<file path="src/rtl/toggle_pkg.sv">
// Shared definitions for the toggle-level event link receive path.
package toggle_pkg;

   localparam int SYNC_MIN = 2;

   typedef enum logic {
      PRIME = 1'b0,
      RUN   = 1'b1
   } dec_state_e;

endpackage

</file>
<file path="src/rtl/toggle_sync.sv">
// One toggle lane: metastability chain, previous-level flop and flip detect.
// While prime is high the previous level tracks the line so that a lane already
// high when reset releases does not look like an event.
module toggle_sync
   import toggle_pkg::*;
#(
   parameter int SYNC_STAGES = 2
) (
   input  logic clk_sys,
   input  logic rst_b,
   input  logic t_in,
   input  logic prime,
   output logic edge_det
);

   localparam int STAGES = (SYNC_STAGES < SYNC_MIN) ? SYNC_MIN : SYNC_STAGES;

   logic [STAGES-1:0] sync_q;
   logic              prev_q;

   // synchronizer chain and previous-level register, updated every cycle
   always_ff @(posedge clk_sys or negedge rst_b) begin
      if (!rst_b) begin
         sync_q <= '0;
         prev_q <= 1'b0;
      end else begin
         sync_q <= {sync_q[STAGES-2:0], t_in};
         prev_q <= sync_q[STAGES-1];
      end
   end

   assign edge_det = !prime && (sync_q[STAGES-1] ^ prev_q);

endmodule

</file>
<file path="src/rtl/toggle_decoder.sv">
// Toggle-level event decoder: turns lane flips into pulses, batches them into
// a valid/ready event word, and keeps per-lane saturating counts and overrun flags.
//
//   state | meaning
//   PRIME | chains settling after reset; prev tracks the line, no events
//   RUN   | flips decoded into pulses, words, counts and overruns
module toggle_decoder
   import toggle_pkg::*;
#(
   parameter int WIDTH       = 4,
   parameter int SYNC_STAGES = 2,
   parameter int CNT_W       = 8
) (
   input  logic                   _clock,
   input  logic                   _reset,
   input  logic [WIDTH-1:0]       _T,
   input  logic                   _E,
   output logic [WIDTH-1:0]       _P,
   output logic                   _valid,
   input  logic                   _ready,
   output logic [WIDTH-1:0]       _events,
   output logic [WIDTH-1:0]       _overrun,
   input  logic                   _clr_ovr,
   output logic [WIDTH*CNT_W-1:0] _count,
   input  logic                   _clr_cnt,
   output logic [WIDTH-1:0]       _return
);

   localparam int STAGES = (SYNC_STAGES < SYNC_MIN) ? SYNC_MIN : SYNC_STAGES;
   localparam int TMR_W  = $clog2(STAGES + 1);
   localparam logic [CNT_W-1:0] CNT_MAX = '1;

   dec_state_e              state_q, state_d;
   logic [TMR_W-1:0]        timer_q, timer_d;
   logic                    prime;
   logic [WIDTH-1:0]        edges;
   logic [WIDTH-1:0]        ev;
   logic [WIDTH-1:0]        acc_q;
   logic [WIDTH-1:0]        pend;
   logic [WIDTH-1:0]        ovr_set;
   logic                    take;
   logic                    xfer;
   logic [WIDTH-1:0][CNT_W-1:0] cnt_q;

   // state register and prime down-counter
   always_ff @(posedge _clock or negedge _reset) begin
      if (!_reset) begin
         state_q <= PRIME;
         timer_q <= TMR_W'(STAGES);
      end else begin
         state_q <= state_d;
         timer_q <= timer_d;
      end
   end

   // leave PRIME once the prime counter reaches terminal count
   always_comb begin
      state_d = state_q;
      timer_d = timer_q;
      case (state_q)
         PRIME: begin
            if (timer_q == '0) state_d = RUN;
            else               timer_d = timer_q - 1'b1;
         end
         RUN:     state_d = RUN;
         default: state_d = PRIME;
      endcase
   end

   assign prime = (state_q == PRIME);

   for (genvar gi = 0; gi < WIDTH; gi++) begin : g_lane
      toggle_sync #(.SYNC_STAGES(STAGES)) u_sync (
         .clk_sys  (_clock),
         .rst_b    (_reset),
         .t_in     (_T[gi]),
         .prime    (prime),
         .edge_det (edges[gi])
      );
   end

   assign ev      = edges & {WIDTH{_E}};
   assign take    = _valid & _ready;
   assign pend    = acc_q | ev;
   assign xfer    = (!_valid || take) && (|pend);
   // a lane is overrun when it is already waiting in acc and will stay there
   assign ovr_set = ev & acc_q & {WIDTH{!xfer}};

   // pulse output and event-word handoff
   always_ff @(posedge _clock or negedge _reset) begin
      if (!_reset) begin
         _P      <= '0;
         _valid  <= 1'b0;
         _events <= '0;
         acc_q   <= '0;
      end else begin
         _P <= ev;
         if (xfer) begin
            _events <= pend;
            _valid  <= 1'b1;
            acc_q   <= '0;
         end else if (take) begin
            _valid  <= 1'b0;
            _events <= '0;
            acc_q   <= pend;
         end else begin
            acc_q   <= pend;
         end
      end
   end

   // sticky overrun flags; a new set beats a simultaneous clear
   always_ff @(posedge _clock or negedge _reset) begin
      if (!_reset) _overrun <= '0;
      else         _overrun <= (_overrun & {WIDTH{!_clr_ovr}}) | ovr_set;
   end

   // per-lane saturating event counters; clear with a same-cycle event gives 1
   always_ff @(posedge _clock or negedge _reset) begin
      if (!_reset) begin
         cnt_q <= '0;
      end else begin
         for (int i = 0; i < WIDTH; i++) begin
            if (ev[i]) begin
               if (_clr_cnt)                cnt_q[i] <= CNT_W'(1);
               else if (cnt_q[i] != CNT_MAX) cnt_q[i] <= cnt_q[i] + CNT_W'(1);
            end else if (_clr_cnt) begin
               cnt_q[i] <= '0;
            end
         end
      end
   end

   assign _count  = cnt_q;
   assign _return = _events;

endmodule

</file>
<file path="config.mk">
export PLATFORM = sky130hd
export DESIGN_NAME = toggle_decoder
export DESIGN_NICKNAME = d
export VERILOG_FILES = /design/src/rtl/toggle_pkg.sv /design/src/rtl/toggle_sync.sv /design/src/rtl/toggle_decoder.sv
export SDC_FILE = /design/constraint.sdc
export NUM_CORES = 1
export LEC_CHECK = 0
export CORE_ASPECT_RATIO = 0.6
export CORE_MARGIN = 5
export CORE_UTILIZATION = 50
export DETAILED_ROUTE_END_ITERATION = 16
export PLACE_DENSITY = 0.77
export REMOVE_ABC_BUFFERS = 1
export SETUP_SLACK_MARGIN = 0.3
export SLEW_MARGIN = 5
export SYNTH_ARGS = -nofsm -noshare
export SYNTH_HDL_FRONTEND = slang
export SYNTH_HIERARCHICAL = 1
export SYNTH_SLANG_ARGS = --single-unit
</file>
<file path="constraint.sdc">
create_clock -name _clock -period 2.3 [get_ports _clock]
set_input_delay 0.23 -clock _clock [delete_from_list [all_inputs] [get_ports _clock]]
set_output_delay 0.23 -clock _clock [all_outputs]
set_load 0.05 [all_outputs]
</file>
==> metrics.csv <==
stage,metric,value,unit
timing,number of endpoints failing setup at the final stage,0,
critical_path,worst stage delay on the critical path,0.86,ns
placement,DP Wirelength,4.54,mm
floorplan,die outline height,69.1,um
timing,setup TNS after final layout,0,ns
layout,count of inserted antenna diode cells,0,
global_routing,total routing usage reported by global routing,17.7,%
clocking,clock tree buffer depth,2,
logic_synthesis,fraction of registers with async set or reset after synthesis,100,%
logic_synthesis,largest area contributor in the synthesized netlist,sky130_fd_sc_hd__dfrtp_1,
route,1st-pass router iterations,4,
timing,post-layout min period,1.92,ns
floorplan,core region area,5600,sq um
layout,Nets,359,
global_routing,remaining global-route overflow,0,
floorplan,# IOs,59,
pwr,power per standard cell area,749,nW/um^2
timing,worst hold slack after final layout,0.332,ns
floorplan,Row Count,21,
clocking,"CTS clk-pin slew, worst paths",0.07,ns
floorplan,Initial Utilization,52.0,%
logic_synthesis,area share of the leading cell type in the synthesized netlist,54.2,%
global_routing,wire length of the first global-routing pass,10.6,mm
global_routing,vias in the first global route,2199,
floorplan,Die Footprint,7490,sq um
status,run status,"finished, final reports clean",
timing,final clock skew,0.00306,ns
route,via total after detailed routing,2348,
clocking,clock tree from TritonCTS,built,
logic_synthesis,synthesized area per cell,10.3,sq um
min_path,Hold Path Depth,1,
pwr,Leakage Power,1.58,nW
critical_path,number of buffers and inverters on the critical path,1,
route,Routed met2 length,2.68,mm
critical_path,cell class contributing the biggest share of worst-path delay,buffers and inverters,
route,met1 routed wirelength after detailed routing,3.22,mm
route,via count normalized by instance count,5.47,
critical_path,endpoint of the most critical register-to-register path,_count[13]$_DFFE_PN0P_,
logic_synthesis,Yosys reg bits,64,
critical_path,cell with the largest stage delay on the worst path,sky130_fd_sc_hd__clkdlybuf4s50_1,
critical_path,Critical Path End Type,output port,
global_routing,initial antenna violation count,0,
route,DRC Markers,0,
timing,number of endpoints with negative hold slack in the final report,0,
critical_path,Worst setup SP type,flip-flop,
clocking,clock root buffer master,sky130_fd_sc_hd__clkbuf_8,
logic_synthesis,main area contributors after synthesis,"sky130_fd_sc_hd__dfrtp_1 (54%), sky130_fd_sc_hd__nor2_1 (4.5%), sky130_fd_sc_hd__a21oi_1 (2.4%)",
route,DR WL met3,458,um
logic_synthesis,Post-synth top flop,sky130_fd_sc_hd__dfrtp_1,
clocking,total clock sinks,64,
min_path,critical hold path startpoint,_T[0],
min_path,endpoint with the worst hold slack,g_lane[0].u_sync/sync_q[0]$_DFF_PN0_,
route,count of routing violations after the opening detailed-route iteration,133,
clocking,deepest level of the CTS H-tree,3,
timing,fmax,522,MHz
critical_path,R2R cell count,6,
route,uppermost routed layer,met4,
critical_path,category of the critical setup timing path,reg -> out,
global_routing,pin count of the biggest net entering global routing,65,
placement,port buffer count,58,
placement,final weighted congestion in routability-driven placement,0.843,
clocking,Num CTS Buffers,9,
critical_path,highest fanout seen on the critical path,8,
critical_path,R2R setup slack,0.53,ns
logic_synthesis,Commonest cells post-synth,"sky130_fd_sc_hd__dfrtp_1 (63), sky130_fd_sc_hd__nor2_1 (35), sky130_fd_sc_hd__nand2_1 (18), sky130_fd_sc_hd__a21oi_1 (14), sky130_fd_sc_hd__nand3_1 (12)",
timing,slew at the pin with the worst max-slew slack,0.585,ns
timing,Final period util,83.3,%
layout,layout cell share with drive strength beyond 1,6.88,%
logic_synthesis,Post-Synthesis Cells,282,
pwr,maximum resistive drop on vdd,540,uV
route,residual antenna-violating net count after detailed routing,0,
layout,Layout Area Growth over Synthesis,30.4,%
min_path,path category of the worst min-delay check,in -> reg,
critical_path,worst flop-to-flop path startpoint,g_lane[1].u_sync/sync_q[1]$_DFF_PN0_,
run,maximum capacitance violations,0,
logic_synthesis,post-synthesis sequential area ratio,55.1,%
logic_synthesis,number of synthesized flops with an enable pin,0,
logic_synthesis,Yosys Warn Count,6,
logic_synthesis,"Distinct cells, synth",52,
route,routed wire length,6.39,mm
timing,unrepaired setup endpoints after global routing,no,
logic_synthesis,most instantiated library cell after synthesis,sky130_fd_sc_hd__dfrtp_1,
critical_path,CP arrival,1.69,ns
logic_synthesis,cell area after technology mapping,2910,sq um
critical_path,cell breakdown of the critical path,clkdlybuf4s50_1,
critical_path,data required time at the worst endpoint,2.07,ns
route,routed wirelength normalized by instance count,14.9,um
clocking,post-CTS repair timing setup buffer count,0,
timing,Pins Over Slew Limit,0,
floorplan,overall die width,108,um
timing,worst-case headroom to the max-slew limit,60.9,%
clocking,clock insertion delay at the later pin of the skew report,0.33,ns
[layout by cell type, fill, tap and decap left out, drive strengths merged, types with 3 or more instances in the layout]
master,synthesis,final
nor3,9,9
a32o,4,4
and3,3,3
nand4,8,8
o31ai,6,6
o211ai,4,4
ha,5,5
clkbuf,5,13
a31oi,4,4
nand2,18,18
buf,9,7
nor2,35,35
xor2,3,3
mux2i,4,4
nand3,12,12
nor2b,5,5
o21ai,12,12
inv,9,9
dfrtp,63,63
a21oi,14,14
a211oi,4,4
clkdlybuf4s50,0,57
and2,5,5
o2bb2ai,4,4
xnor2,7,7
[power by group]
| group | leakage [nW] | internal [mW] | switching, mW | total [mW] |
|---|---|---|---|---|
| Sequential | 0.831 | 1.19 | 0.0612 | 1.25 |
| Clock | 0.108 | 0.640 | 0.410 | 1.05 |
| Combinational | 0.642 | 0.181 | 0.360 | 0.541 |
| Total | 1.58 | 2.01 | 0.832 | 2.84 |
[flip-flops by register name, indices dropped and copies added, names as in the netlist]
register and count:
g_lane.u_sync/prev_q 4, _count 32, _P 4, _valid 1
timer_q 2, g_lane.u_sync/sync_q 8, _overrun 4, _events 4
state_q 1, acc_q 4
[worst max-delay path by stage]
stage / depth (start not counted) / end / slack [ns] / startpoint
2_1_floorplan: 5 / _count[27]$_DFFE_PN0P_ / 0.43 / _count[24]$_DFFE_PN0P_
3_3_place_gp: 5 / _count[13]$_DFFE_PN0P_ / 0.30 / _E
3_5_place_dp: 5 / _count[13]$_DFFE_PN0P_ / 0.28 / _E
4_1_cts: 1 / _count[3] / 0.35 / _count[3]$_DFFE_PN0P_
5_1_grt: 1 / _count[23] / 0.32 / _count[23]$_DFFE_PN0P_
6_report: 1 / _count[3] / 0.38 / _count[3]$_DFFE_PN0P_
[through the flow]
step / setup WS [ns] / area [sq um] / util (%) / std cells / total power [mW]
finish: 0.385 / 3790 / 67.8 / 429 / 2.84
global route: 0.317 / 3790 / 67.8 / 429 / 2.96
CTS: 0.353 / 3790 / 67.7 / 429 / 2.88
detailed placement: 0.285 / 3570 / 63.7 / 412 / 1.81
global placement: 0.304 / 3570 / 63.7 / 412 / 1.80
floorplan: 0.427 / 2830 / - / 268 / 1.58
[kinds of logic (layout without fill, tap and decap cells)]
family	count (synthesis)	count (layout)	synth area share [%]
AOI/OAI and AO/OA	61	61	14.1
xor gates and xnor gates	10	10	3.01
adders and majority gates	5	5	2.15
buffers and inverters	23	90	3.74
DFF	64	64	55.1
muxes	6	6	2.15
and+or+nand+nor	113	113	19.7
[final cells by class]
| class | instances | area [sq um] |
|---|---|---|
| fillers | 446 | 1800 |
| well taps | 80 | 100 |
| clock buffers | 13 | 149 |
| flip-flops and latches | 64 | 1600 |
| multi-input cells | 195 | 1200 |
| clock inverters | 3 | 65.1 |
| repair buffers | 65 | 643 |
| inverters | 9 | 33.8 |
[per-layer routing]
metal | vias up | global-route usage, %
li1 | 1143 | -
met1 | 1129 | 26.6
met2 | 72 | 23.7
met3 | 4 | 6.06
met4 | 0 | 5.46
met5 | - | 0
[repair_timing]
action                     4_1_cts  5_1_grt
setup endpoints to repair        0        1
hold endpoints to repair        63        0
gates resized for setup          0        1
hold buffers                     1        0
(Power assumes the default switching activity.)
==> edit: new RTL, same settings <==
`SYNC_STAGES` is set to 2 in 2 places; all go to 4.
--- a/src/rtl/toggle_sync.sv
+++ b/src/rtl/toggle_sync.sv
@@ -4,7 +4,7 @@
 module toggle_sync
    import toggle_pkg::*;
 #(
-   parameter int SYNC_STAGES = 2
+   parameter int SYNC_STAGES = 4
 ) (
    input  logic clk_sys,
    input  logic rst_b,
--- a/src/rtl/toggle_decoder.sv
+++ b/src/rtl/toggle_decoder.sv
@@ -8,7 +8,7 @@
    import toggle_pkg::*;
 #(
    parameter int WIDTH       = 4,
-   parameter int SYNC_STAGES = 2,
+   parameter int SYNC_STAGES = 4,
    parameter int CNT_W       = 8
 ) (
    input  logic                   _clock,
Function: changed (Yosys sat finds a counterexample within 10 cycles, from zero or initial values and one cycle with _reset low).
==> edit against the unedited design <==
  * Power is 4.5% higher
  * First-iteration DRC count is 13% higher
  * Die area is 7.6% higher
  * Fmax hardly changed
  * Synthesized area is 8.6% higher
  * Core utilization is 1.4 points lower
  * Via count is 5.4% higher
  * Synthesized cell count is 2.8% higher
  * Final area is 7.0% higher
  * Sequential share of layout area is 2.8 points higher
  * Wire length is 7.5% higher
  * Setup slack better by 0.0018 ns
  * Sequential cell count is 9 higher
  * Critical path type unchanged
==> edit: results (changes against the unedited design) <==
Outcome: complete, no violations
Non-Filler Instances: 446 (+4.0%)
Commonest cells post-synth: 72 x dfrtp_1, 40 x nor2_1, 19 x nand2_1
Final #Nets: 373 (+3.9%)
Worst-path clk slew: 0.08 ns
Netlist cell types: 56 (+7.7%)
Cells after synthesis: 290 (+2.8%)
Fillers: 506 (+13%)
Largest net degree at the start of global routing: 36 (-45%)
Post-Route WL: 6.871 mm (+7.5%)
# diodes: 0 (unchanged)
RePlAce Congestion: 0.8675 (+2.9%)
DP Cell Count: 429 (+4.1%)
Seq/Total Area, Yosys: 0.5786 (+0.02741)
Min-Delay Startpoint: _T[3]
DR vias/cell: 5.549 (+1.4%)
Layout cells sized above 1: 0.1215 (+0.05278)
DR iter-0 viols: 150 (+13%)
Crit-path max FO: 6 (-2)
First-pass GRT wire length: 11.54 mm (+8.4%)
Clock root buffer: clkbuf_8
Clock buffer depth: 2 (unchanged)
LEAKAGE: 0.001753 uW (+11%)
Setup Skew: 0.01244 ns (+0.009388 ns)
Dpl cell area: 3845 um2 (+7.8%)
Synth top area cells: dfrtp_1 57%, nor2_1 4.8%, nor3_1 2.9%
Slowest cell on the critical path: clkdlybuf4s50_1
Crit-path max cell delay: 0.86 ns (about the same)
Met2 WL: 3.020 mm (+13%)
DPL Wire Length: 5.049 mm (+11%)
Post-place setup slack: 0.4821 ns (+0.1976 ns)
Met1 wire length: 3.150 mm (-2.1%)
Worst r2r src: g_lane[3].u_sync/sync_q[3]$_DFF_PN0_
Worst Max-Slew Pin Slew: 0.5616 ns (-0.02314 ns)
Met3 WL: 596 um (+30%)
Vias in the first global route: 2380 (+8.2%)
Synth warnings: 6 (unchanged)
Setup crit start: _count[19]$_DFFE_PN0P_
Peak supply drop: 0.4195 mV (-22%)
WP data required: 2.07 ns (about the same)
Clk_lat worst skew: 0.36 ns (+0.03 ns)
Total track usage: 0.1822 (+0.005496)
-- edit: cell types whose count changed after synthesis, moves of 5 or more --
cell and change:
dfrtp_1 +9, o21ai_0 +5, nor3_1 +9, a21oi_1 -6
nor2_1 +5, o21ai_1 -7
-- edit: stage by stage --
stage	util	power, uW
CTS	0.6638	3003
floorplan	-	1749
global route	0.6638	3092
global placement	0.6292	1963
finish	0.6638	2968
detailed placement	0.6292	1977
-- edit: worst reg2reg max path: cells and delay by family, from the launching register on --
family                    cells  cell delay [ns]
xor gates and xnor gates      1             0.13
and+or+nand+nor               3             0.80
DFF                           1             0.40
AOI/OAI and AO/OA             2             0.26
buffers and inverters         1             0.09
-- edit: cell families (layout without fill, tap and decap cells) --
group | count (synthesis) | in the layout | share of synthesized area
buffers and inverters | 23 | 95 | 0.03762
flip-flops | 73 | 73 | 0.5786
AO/OA/AOI/OAI | 51 | 51 | 0.1204
multiplexers | 7 | 7 | 0.02218
AND/OR/NAND/NOR | 122 | 122 | 0.1953
adder cells (fa/ha/maj) | 6 | 6 | 0.02376
XOR/XNOR | 8 | 8 | 0.02218
-- edit: worst paths after layout --
| kind | endpoint | slack, ns | cells past startpoint |
|---|---|---|---|
| setup / recovery | _count[19] | 0.39 | 1 |
| hold / removal | g_lane[3].u_sync/sync_q[0]$_DFF_PN0_ | 0.31 | 1 |
| setup reg to reg | _count[27]$_DFFE_PN0P_ | 0.56 | 7 |
| hold reg to reg | g_lane[2].u_sync/sync_q[3]$_DFF_PN0_ | 0.35 | 0 |
| max in group asynchronous | timer_q[2]$_DFFE_PN1P_ | 1.26 | 3 |
| min in group asynchronous | _count[30]$_DFFE_PN0P_ | 0.39 | 2 |
-- edit: area by class of cell --
type,count,share of cell area
flip-flops and latches,73,0.4506
multi-input cells,194,0.2989
repair buffers,67,0.1622
clock buffers,9,0.03054
well taps,84,0.02591
clock inverters,7,0.01912
inverters,12,0.01265
-- edit: routing by layer --
| metal | track usage | vias up |
|---|---|---|
| met5 | 0 | - |
| met4 | 0.07333 | 0 |
| met3 | 0.06076 | 10 |
| met2 | 0.2730 | 86 |
| met1 | 0.2462 | 1207 |
| li1 | - | 1172 |
-- edit: report_power, final --
part | internal, uW | switching [uW] | total, uW
sequential | 1350 | 62.5 | 1410
combinational | 183 | 354 | 537
clock | 510 | 510 | 1020
total | 2040 | 926 | 2970
